`config.mk`:
```
export PLATFORM = sky130hd
export DESIGN_NAME = axi_stream_packetizer
export DESIGN_NICKNAME = d
export VERILOG_FILES = /design/src/rtl/axi_stream_packetizer.sv
export SDC_FILE = /design/constraint.sdc
export NUM_CORES = 1
export LEC_CHECK = 0
export ABC_AREA = 1
export CORE_ASPECT_RATIO = 0.8
export CORE_MARGIN = 10
export CORE_UTILIZATION = 40
export CTS_BUF_LIST = sky130_fd_sc_hd__clkbuf_8
export DETAILED_ROUTE_END_ITERATION = 6
export GPL_TIMING_DRIVEN = 0
export PLACE_DENSITY = 0.67
export SLEW_MARGIN = 30
export SYNTH_ARGS = -nofsm -noshare
export SYNTH_HDL_FRONTEND = slang
export SYNTH_SLANG_ARGS = --single-unit
```
`constraint.sdc`:
```
create_clock -name clk -period 2.15 [get_ports clk]
set_input_delay 0.215 -clock clk [delete_from_list [all_inputs] [get_ports clk]]
set_output_delay 0.215 -clock clk [all_outputs]
set_load 0.1 [all_outputs]
```
`src/rtl/axi_stream_packetizer.sv`:
```
// ---------------------------------------------------------------------------
// axi_stream_packetizer
//
// Purpose:
//   Turns an unframed valid/ready word stream into a framed AXI-Stream.
//   master_last_out is asserted on every Nth beat, where N is pkt_len_in.
//   N is sampled on the first beat of each packet. flush_in closes the
//   current packet early on the beat it accompanies. All master-side outputs
//   come from registers through a two-entry skid buffer, so throughput stays
//   at one beat per clock and there is no combinational ready path.
//
// Ports:
//   clk              - clock, all logic on rising edge
//   rst              - asynchronous active-low reset
//   slave_data_in    - upstream data word
//   slave_valid_in   - upstream valid
//   slave_ready_in   - registered ready back to upstream
//   pkt_len_in       - beats per packet (0 is treated as 1)
//   flush_in         - end the packet on this accepted beat
//   master_data_out  - framed data to downstream
//   master_valid_out - downstream valid
//   master_last_out  - last beat of a packet
//   master_ready_out - downstream ready
//   pkt_count_out    - packets completed on the master side (wraps)
//   in_packet_out    - high while a packet is partially accepted
// ---------------------------------------------------------------------------
module axi_stream_packetizer #(
    parameter int AXI_DATA_WIDTH = 32,
    parameter int LEN_WIDTH      = 16,
    parameter int CNT_WIDTH      = 32
) (
    input  logic                      clk,
    input  logic                      rst,
    input  logic [AXI_DATA_WIDTH-1:0] slave_data_in,
    input  logic                      slave_valid_in,
    output logic                      slave_ready_in,
    input  logic [LEN_WIDTH-1:0]      pkt_len_in,
    input  logic                      flush_in,
    output logic [AXI_DATA_WIDTH-1:0] master_data_out,
    output logic                      master_valid_out,
    output logic                      master_last_out,
    input  logic                      master_ready_out,
    output logic [CNT_WIDTH-1:0]      pkt_count_out,
    output logic                      in_packet_out
);

    typedef enum logic {
        IDLE,
        IN_PKT
    } state_t;

    state_t                    state_q, state_d;
    logic [LEN_WIDTH-1:0]      beat_cnt_q, beat_cnt_d;
    logic [LEN_WIDTH-1:0]      len_q, len_d;

    logic [AXI_DATA_WIDTH-1:0] out_data_q, out_data_d;
    logic                      out_last_q, out_last_d;
    logic                      out_valid_q, out_valid_d;
    logic [AXI_DATA_WIDTH-1:0] skid_data_q, skid_data_d;
    logic                      skid_last_q, skid_last_d;
    logic                      skid_valid_q, skid_valid_d;
    logic                      slave_ready_q, slave_ready_d;
    logic [CNT_WIDTH-1:0]      pkt_count_q, pkt_count_d;

    logic                      accept;
    logic                      handshake;
    logic [LEN_WIDTH-1:0]      eff_len;
    logic                      last_tag;

    // Framing: the length is taken from pkt_len_in only at the start of a
    // packet, so mid-packet changes affect the next packet onwards.
    always_comb begin
        accept     = slave_valid_in & slave_ready_q;
        handshake  = out_valid_q & master_ready_out;
        state_d    = state_q;
        beat_cnt_d = beat_cnt_q;
        len_d      = len_q;

        if (state_q == IDLE) begin
            eff_len = (pkt_len_in == '0) ? LEN_WIDTH'(1) : pkt_len_in;
        end else begin
            eff_len = len_q;
        end
        last_tag = (beat_cnt_q == (eff_len - LEN_WIDTH'(1))) | flush_in;

        if (accept) begin
            if (state_q == IDLE) begin
                len_d = eff_len;
            end
            if (last_tag) begin
                beat_cnt_d = '0;
                state_d    = IDLE;
            end else begin
                beat_cnt_d = beat_cnt_q + LEN_WIDTH'(1);
                state_d    = IN_PKT;
            end
        end
    end

    // Skid buffer: ready is the registered inverse of the skid occupancy, so
    // a beat can only be accepted while the skid is empty. A beat accepted
    // while the output register is stalled parks in the skid and ready drops.
    always_comb begin
        out_data_d   = out_data_q;
        out_last_d   = out_last_q;
        out_valid_d  = out_valid_q;
        skid_data_d  = skid_data_q;
        skid_last_d  = skid_last_q;
        skid_valid_d = skid_valid_q;

        if (skid_valid_q) begin
            if (handshake) begin
                out_data_d   = skid_data_q;
                out_last_d   = skid_last_q;
                out_valid_d  = 1'b1;
                skid_valid_d = 1'b0;
            end
        end else if (accept) begin
            if (!out_valid_q || handshake) begin
                out_data_d  = slave_data_in;
                out_last_d  = last_tag;
                out_valid_d = 1'b1;
            end else begin
                skid_data_d  = slave_data_in;
                skid_last_d  = last_tag;
                skid_valid_d = 1'b1;
            end
        end else if (handshake) begin
            out_valid_d = 1'b0;
        end

        slave_ready_d = !skid_valid_d;
        pkt_count_d   = pkt_count_q + CNT_WIDTH'(handshake & out_last_q);
    end

    // State register; reset discards any partial packet and buffered beats.
    always_ff @(posedge clk or negedge rst) begin
        if (!rst) begin
            state_q       <= IDLE;
            beat_cnt_q    <= '0;
            len_q         <= '0;
            out_data_q    <= '0;
            out_last_q    <= 1'b0;
            out_valid_q   <= 1'b0;
            skid_data_q   <= '0;
            skid_last_q   <= 1'b0;
            skid_valid_q  <= 1'b0;
            slave_ready_q <= 1'b0;
            pkt_count_q   <= '0;
        end else begin
            state_q       <= state_d;
            beat_cnt_q    <= beat_cnt_d;
            len_q         <= len_d;
            out_data_q    <= out_data_d;
            out_last_q    <= out_last_d;
            out_valid_q   <= out_valid_d;
            skid_data_q   <= skid_data_d;
            skid_last_q   <= skid_last_d;
            skid_valid_q  <= skid_valid_d;
            slave_ready_q <= slave_ready_d;
            pkt_count_q   <= pkt_count_d;
        end
    end

    assign slave_ready_in   = slave_ready_q;
    assign master_data_out  = out_data_q;
    assign master_last_out  = out_last_q;
    assign master_valid_out = out_valid_q;
    assign pkt_count_out    = pkt_count_q;
    assign in_packet_out    = (state_q == IN_PKT);

endmodule

```
==> impl_metrics.toml <==
[run_status]
outcome = "finished, violations left"
violations = "negative setup slack"

[die]
coreArea_um2 = 16550
initial_utilization_pct = 40.70
die-area_um2 = 22460
placementRows = 42
dieWidth_um = 165.1
fp.dieH_um = 136.1
io-pin-count = 121

[clock_network]
cts_tree = "built"
cts_buffers = 17
clkTransAtPathRegs_ns = 0.09
cts_max_path_buffers = 2
clkSinkCount = 134
htree_levels = 4
clock_latency_ns = 0.45
cts-root-buf = "clkbuf_8"

[grt]
grt_pass1_vias = 5737
antenna_found_initial = 1
grt_pass1_wl_um = 29200
gr-total-overflow = 0
grt_max_degree = 80
grtUsageTotal_pct = 16.07

[synthesis]
syn-mean-instance-area_um2 = 8.215
netlist_instances = 820
ys_seq_area_share_pct = 49.78
ys_seq_elements = 134
ys_types = 38
synthesis.area_um2 = 6736
syn_nets = 877
synth_top_area_cell = "dfrtp_1"
synth_top_area_share_pct = 49.78
synth_area_leaders = "dfrtp_1, nand2_1, xor2_1"
yosys_warnings = 0

[sta]
worst_slew_pin_slew_ns = 1.027
slew_viol_final = 0
setup_tns_ns = -5.845
holdWs_ns = 0.2787
hold_viol = 0
clock_skew_ns = 0.01984
finalSetupViolCount = 20
fin_crit_sh_pct = 116.4
period_needed_ns = 2.503
rsz0062_at_grt = "true"
fin_ws_ns = -0.3529
max_freq_ghz = 0.3995
maxSlewHeadroom_pct = 31.83

[finish]
fill_cells = 1550
fin_util_pct = 55.29
antenna_cells = 0
area_growth_pct = 35.87
layout_commonest_cell = "nand2_1"
drive_gt1_share_pct = 18.73
layout_common_cells = "nand2_1, dfrtp_1, nor2_1"
final_area_um2 = 9153
nets = 1053

[routing]
drc = 0
routedWlPerCell_um = 14.58
viasPerCell = 4.778
drtIter0Drc = 315
routed_wl_um = 17920
dr.pass1.iters = 5
vias = 5872
final_antenna_net_count = 0

[pwr]
internal_power_mw = 6.088
clkPwrFrac_pct = 16.4
pwr-share-seq_pct = 30.5
power.leakage_nw = 4.349
peakVddDrop_v = 0.001016
pwr-share-comb_pct = 53.0
p_switching_mw = 6.763
switching_share_pct = 52.63
p_total_mw = 12.85
power_density_nw_per_um2 = 1404

[hold_path]
worstHoldPathType = "primary input to async pin"

[place]
place.port_buffers = 120
placed_cell_area_um2 = 8388
gp_congestion = 0.8317
hpwl_um = 12900

[setup_path]
crit_type = "flip-flop to flip-flop"
path_cells = "inv_2 > buf_6 > or2_4 > nand2_4 > buf_8 > ha_4 > nand2_4 > nor2_4 > nand2_1 > nand2_1 > nand2_2 > a21oi_2 > nand3_1 > nor2_2 > nand2_2 > nand2_4 > buf_6 > buf_12 > a21oi_2"
cp-end-kind = "flip-flop"
critical_path.max_fanout = 5
crit_path_frequent_cell = "nand2_4"
cp.arrival_ns = 2.81
crit_required_ns = 2.46
cpMaxStageDelayCell = "dfrtp_4"
critPathLaunchType = "flip-flop"
max_stage_delay_ns = 0.46

[job]
maxCapViolCount = 0
what timing repair did:
action	4_1_cts	5_1_grt
hold buffers	1	0
pin swaps	19	14
setup buffers	25	12
setup endpoints to repair	124	95
hold endpoints to repair	55	0
resized for setup	87	32
cloned	1	0
state kept, by name, summed over array words and instances, names as in the netlist:
name / flops
beat_cnt_q: 16
in_packet_out: 1
len_q: 16
master_data_out: 32
master_last_out: 1
master_valid_out: 1
pkt_count_out: 32
skid_data_q: 32
skid_last_q: 1
skid_valid_q: 1
slave_ready_in: 1
critical path, delay by kind of cell, from the launching register on:
kind                     cells  cell delay [ns]
buffers and inverters        5             0.48
adder cells (fa/ha/maj)      1             0.13
AO/OA/AOI/OAI                2             0.14
flip-flops                   1             0.46
AND/OR/NAND/NOR             11             1.13
kinds of logic after synthesis:
| family | count (synthesis) | synth area share, % |
|---|---|---|
| flops | 134 | 49.78 |
| buf+inv | 94 | 6.036 |
| xor+xnor | 58 | 7.541 |
| simple gates | 444 | 27.73 |
| compound gates | 86 | 8.172 |
| fa+ha+maj | 4 | 0.7430 |
synth_stat cells, drive strengths merged:
library cell / instances
a31oi: 38
xnor2: 14
nand3: 27
clkinv: 2
a21oi: 20
buf: 10
or2: 1
o21ai: 26
ha: 4
nor3: 10
nand3b: 1
inv: 62
nand2: 291
o21bai: 1
dfrtp: 134
nand4: 8
and2: 2
a21boi: 1
nor4: 6
clkbuf: 20
xor2: 44
nor2: 98
power groups by stage:
stage | logic, mW | registers (mW) | clock network [mW]
after floorplan | 2.42 | 6.63 | 0
after global placement | 6.81 | 3.95 | 0
after detailed placement | 6.86 | 3.95 | 0
after CTS | 6.79 | 3.91 | 2.16
after global routing | 7.35 | 4.02 | 2.27
final | 6.81 | 3.92 | 2.11
metal layers:
metal	GRT usage, %	wire (um)	vias up
li1	-	-	2943
met1	21.46	8559	2785
met2	23.94	7851	132
met3	6.558	1386	10
met4	3.389	112	2
met5	0	12	-
cell type report:
| class | instances | area, um2 | area share (%) |
|---|---|---|---|
| Multi-Input combinational cell | 592 | 3236 | 35.35 |
| Clock inverter | 13 | 135.1 | 1.476 |
| Clock buffer | 19 | 261.5 | 2.857 |
| Inverter | 64 | 240.2 | 2.625 |
| Timing Repair Buffer | 158 | 1458 | 15.93 |
| Tap cell | 220 | 275.3 | 3.008 |
| Sequential cell | 134 | 3378 | 36.91 |
| Buffer | 29 | 168.9 | 1.846 |
final timing paths:
path / endpoint / startpoint / cells past startpoint / slack (ns)
min in group clk: skid_data_q[4] / slave_data_in[4] / 3 / 0.34
max: beat_cnt_q[3] / in_packet_out / 19 / -0.35
min reg2reg: skid_data_q[14] / skid_data_q[14] / 2 / 0.48
max in group asynchronous: master_valid_out / rst / 3 / 1.09
max reg2reg: beat_cnt_q[3] / in_packet_out / 19 / -0.35
min: len_q[8] / rst / 2 / 0.28
through the flow:
step | worst slack (ns) | std cells
after global routing | -0.4862 | 1229
after CTS | -0.3805 | 1220
after detailed placement | -0.8228 | 1161
after floorplan | -0.5690 | 820
after global placement | -5.750 | 1160
final | -0.3529 | 1229
Note: power is estimated with default switching activity, not from simulation.
